==> src/rtl/shift_pkg.sv <==
// shift_pkg: shared modes, burst states and direction codes for the universal shift register
package shift_pkg;
   typedef enum logic [1:0] {HOLD = 2'b00, SHR = 2'b01, SHL = 2'b10, LOAD = 2'b11} mode_t;
   typedef enum logic [1:0] {IDLE, BURST, DONE} state_t;
   localparam logic DIR_R = 1'b0;
   localparam logic DIR_L = 1'b1;
endpackage

==> src/rtl/shift_cell.sv <==
// shift_cell: one register bit selecting hold, upper neighbour, lower neighbour or load data
module shift_cell
   import shift_pkg::*;
(
   input  logic  clk,
   input  logic  rs,
   input  mode_t sel,
   input  logic  hi,
   input  logic  lo,
   input  logic  ld,
   output logic  q
);
   always_ff @(posedge clk)
      if (rs) q <= 1'b0;
      else    q <= (sel == SHR) ? hi : (sel == SHL) ? lo : (sel == LOAD) ? ld : q;
endmodule

==> src/rtl/univ_shift_reg_n.sv <==
// univ_shift_reg_n: universal shift register with an autonomous counted-burst engine
module univ_shift_reg_n
   import shift_pkg::*;
#(
   parameter int WIDTH = 8,
   parameter int CNT_W = $clog2(WIDTH + 1)
) (
   input  logic             clk,
   input  logic             rs,
   input  logic [1:0]       mode,
   input  logic             sin_r,
   input  logic             sin_l,
   input  logic [WIDTH-1:0] pin,
   input  logic             start,
   input  logic             dir,
   input  logic [CNT_W-1:0] count,
   output logic [WIDTH-1:0] po,
   output logic             sout_r,
   output logic             sout_l,
   output logic             busy,
   output logic             done
);
   state_t           state, state_nx;
   logic [CNT_W-1:0] cnt, cnt_nx, cnt_sat;
   logic             dir_q, dir_nx;
   mode_t            eff;
   logic [WIDTH+1:0] ext;
   always_comb begin
      cnt_sat  = (count > CNT_W'(WIDTH)) ? CNT_W'(WIDTH) : count;
      state_nx = state;
      cnt_nx   = cnt;
      dir_nx   = dir_q;
      eff      = mode_t'(mode);
      case (state)
         IDLE: if (start) begin
            dir_nx   = dir;
            state_nx = (cnt_sat == '0) ? DONE : BURST;
            cnt_nx   = (cnt_sat == '0) ? '0 : cnt_sat - CNT_W'(1);
            eff      = (cnt_sat == '0) ? HOLD : (dir == DIR_L) ? SHL : SHR;
         end
         BURST: begin
            // the edge that finds the counter empty performs no shift and retires to DONE
            eff      = (cnt == '0) ? HOLD : (dir_q == DIR_L) ? SHL : SHR;
            cnt_nx   = (cnt == '0) ? cnt : cnt - CNT_W'(1);
            state_nx = (cnt == '0) ? DONE : BURST;
         end
         DONE: begin
            eff      = HOLD;
            state_nx = IDLE;
         end
         default: state_nx = IDLE;
      endcase
   end
   always_ff @(posedge clk)
      if (rs) begin
         state <= IDLE;
         cnt   <= '0;
         dir_q <= DIR_R;
      end else begin
         state <= state_nx;
         cnt   <= cnt_nx;
         dir_q <= dir_nx;
      end
   assign ext = {sin_r, po, sin_l};
   for (genvar i = 0; i < WIDTH; i++) begin : g_cell
      shift_cell u_cell (
         .clk (clk),
         .rs  (rs),
         .sel (eff),
         .hi  (ext[i+2]),
         .lo  (ext[i]),
         .ld  (pin[i]),
         .q   (po[i])
      );
   end
   assign sout_r = po[0];
   assign sout_l = po[WIDTH-1];
   assign busy   = (state != IDLE);
   assign done   = (state == DONE);
endmodule

==> config.mk <==
export PLATFORM = sky130hd
export DESIGN_NAME = univ_shift_reg_n
export DESIGN_NICKNAME = d
export VERILOG_FILES = /design/src/rtl/shift_pkg.sv /design/src/rtl/shift_cell.sv /design/src/rtl/univ_shift_reg_n.sv
export SDC_FILE = /design/constraint.sdc
export NUM_CORES = 1
export LEC_CHECK = 0
export ABC_AREA = 1
export CAP_MARGIN = 5
export CORE_MARGIN = 2
export CORE_UTILIZATION = 50
export CTS_BUF_LIST = sky130_fd_sc_hd__clkbuf_4 sky130_fd_sc_hd__clkbuf_8 sky130_fd_sc_hd__clkbuf_16
export DETAILED_ROUTE_END_ITERATION = 12
export PLACE_DENSITY = 0.84
export SETUP_SLACK_MARGIN = 0.15
export SYNTH_ARGS = -nofsm -noshare
export SYNTH_HDL_FRONTEND = slang
export SYNTH_SLANG_ARGS = --single-unit
==> constraint.sdc <==
create_clock -name clk -period 4 [get_ports clk]
set_input_delay 0.8 -clock clk [delete_from_list [all_inputs] [get_ports clk]]
set_output_delay 0.8 -clock clk [all_outputs]
set_load 0.03 [all_outputs]
==> qor.csv <==
metric,value,unit
outcome,finished clean,
p_per_area,443,nW/um^2
ys_seq_area_share,27.1,%
detail_route.first_pass.iterations,4,
grt_max_degree,16,
drc_errors,0,
slew_viol_final,0,
synth.distinct_cells,30,
cp_data_arrival_time,1570,ps
rsz0062_at_grt,false,
maxCapViolCount,0,
drtIter0Drc,26,
dp_cells,212,
grtUsageTotal,19.4,%
numClockSinks,15,
ios,32,
dieArea,2600,um^2
num_vias,1075,
final_cells,216,
dp_hpwl,1840,um
synth-seq-cells,15,
start_util,51.5,%
tightestPinTransition,352,ps
antenna_found_initial,0,
rows,17,
ys.flop_type,dfxtp_1,
hp-class,flop to flop,
grt_pass1_wl,3840,um
place_congestion,0.852,
ys_top_cells_by_count,"nand2_1 (31), inv_1 (25), nand3_1 (21), dfxtp_1 (15), o21ai_0 (14)",
yosysTopAreaCell,dfxtp_1,
fin_crit,2370,ps
crit_type,flop to output port,
finalCritPeriodShare,59.3,%
fin_worst_skew,8.55,ps
synth_area,1110,um^2
leakagePower,0.640,nW
viasPerCell,4.98,
insertion_delay,290,ps
setup_violations,0,
vdd_drop_max,0.312,mV
fin_nets,210,
clk_root_buffer_cell,clkbuf_4,
synth_top_cell_area_share,27.1,%
synth_cells,163,
htreeDepth,1,
grt_pass1_vias,937,
ant_nets,0,
synthesis.nets,184,
hold_violations,0,
postCtsHoldBufs,0,
required,3200,ps
postCtsSetupBuffers,0,
numCtsBuffers,3,
wl_per_cell,11.2,um
synthToLayoutAreaGrowth,27.1,%
crit_fanout,4,
cts-resized-gates,0,
cts_tree,done,
die_width,51.0,um
antennaDiodeCount,0,
total_power,0.623,mW
fmax,421,MHz
synth_area_leaders,"dfxtp_1 (27%), nand2_1 (11%), nand3_1 (9.5%)",
synth.most_common_cell,nand2_1,
syn_avg_cell_area,6.79,um^2
cp-start-kind,flop,
wl,2410,um
coreArea,2150,um^2
fin_tns_setup,0,ps
ys_warn_count,0,
grt_overflow,0,
postSynth.asyncResetShare,0,%
portBuffers,31,
clockBufferDepth,2,
synth-edff-count,0,
die-height,51.0,um
clkTransAtPathRegs,100,ps
drive_gt1_share,13.8,%
end_kind,output port,
slew-limit-headroom,76.5,%
metrics by stage:
stage               util (%)  cell area (um^2)  hold slack, ps  worst slack, ps
finish                  65.5              1410             484             1630
global route            65.5              1410             513             1550
floorplan                  -              1110             444             2180
CTS                     65.5              1410             486             1620
global placement        64.1              1380             460             1560
detailed placement      64.1              1380             472             1480
metal layers:
metal	vias up	track usage (%)	wire length [um]
met1	462	25.5	1160
met4	0	4.05	14
met3	2	6.14	132
li1	575	-	-
met2	36	31.2	1100
met5	-	0	0
worst max-delay path, cell delays in order (launching register included):
cell and delay [ps]:
dfxtp_1 460, inv_2 80, nor2_1 90, clkdlybuf4s50_1 660
area by class of cell:
class / instances / area, um^2
well taps: 28 / 35.0
repair buffers: 31 / 310
inverters: 29 / 111
flip-flops and latches: 15 / 300
clock buffers: 4 / 30.0
fillers: 196 / 742
multi-input cells: 109 / 619
flip-flops by register name, indices dropped and copies added (netlist names):
| name | count |
|---|---|
| g_cell.u_cell.q | 8 |
| cnt | 4 |
| state | 2 |
| dir_q | 1 |
report_power, final:
part | switching, mW | internal [mW]
Sequential | 0.0266 | 0.178
Clock | 0.0510 | 0.0455
Combinational | 0.196 | 0.126
Total | 0.273 | 0.350
cell families (layout without fill, tap and decap cells):
kind of cell / count (synthesis) / count (layout) / share of synthesized area [%]
buffers and inverters: 39 / 64 / 16.9
XOR/XNOR: 1 / 1 / 0.792
adder cells (fa/ha/maj): 1 / 1 / 1.13
AND/OR/NAND/NOR: 73 / 73 / 36.3
flip-flops: 15 / 15 / 27.1
AO/OA/AOI/OAI: 34 / 34 / 17.8
worst paths after layout:
path | slack [ps] | start | depth (start not counted) | to
worst min register to register | 480 | cnt[3] | 2 | cnt[3]
worst min-delay path | 480 | cnt[3] | 2 | cnt[3]
worst max-delay path | 1630 | state[1] | 3 | done
worst max register to register | 2320 | cnt[1] | 10 | g_cell[1].u_cell.q
placed cells by master (no fill, tap or decap), drive strengths merged, types with 4 or more instances in the layout:
cell type / synthesis / routed
a21oi: 12 / 12
dfxtp: 15 / 15
o21ai: 18 / 18
nand3: 25 / 25
clkbuf: 0 / 4
nor2: 9 / 9
inv: 29 / 29
clkdlybuf4s50: 0 / 31
nand2: 36 / 36
Power figures use the tool's default switching activity.
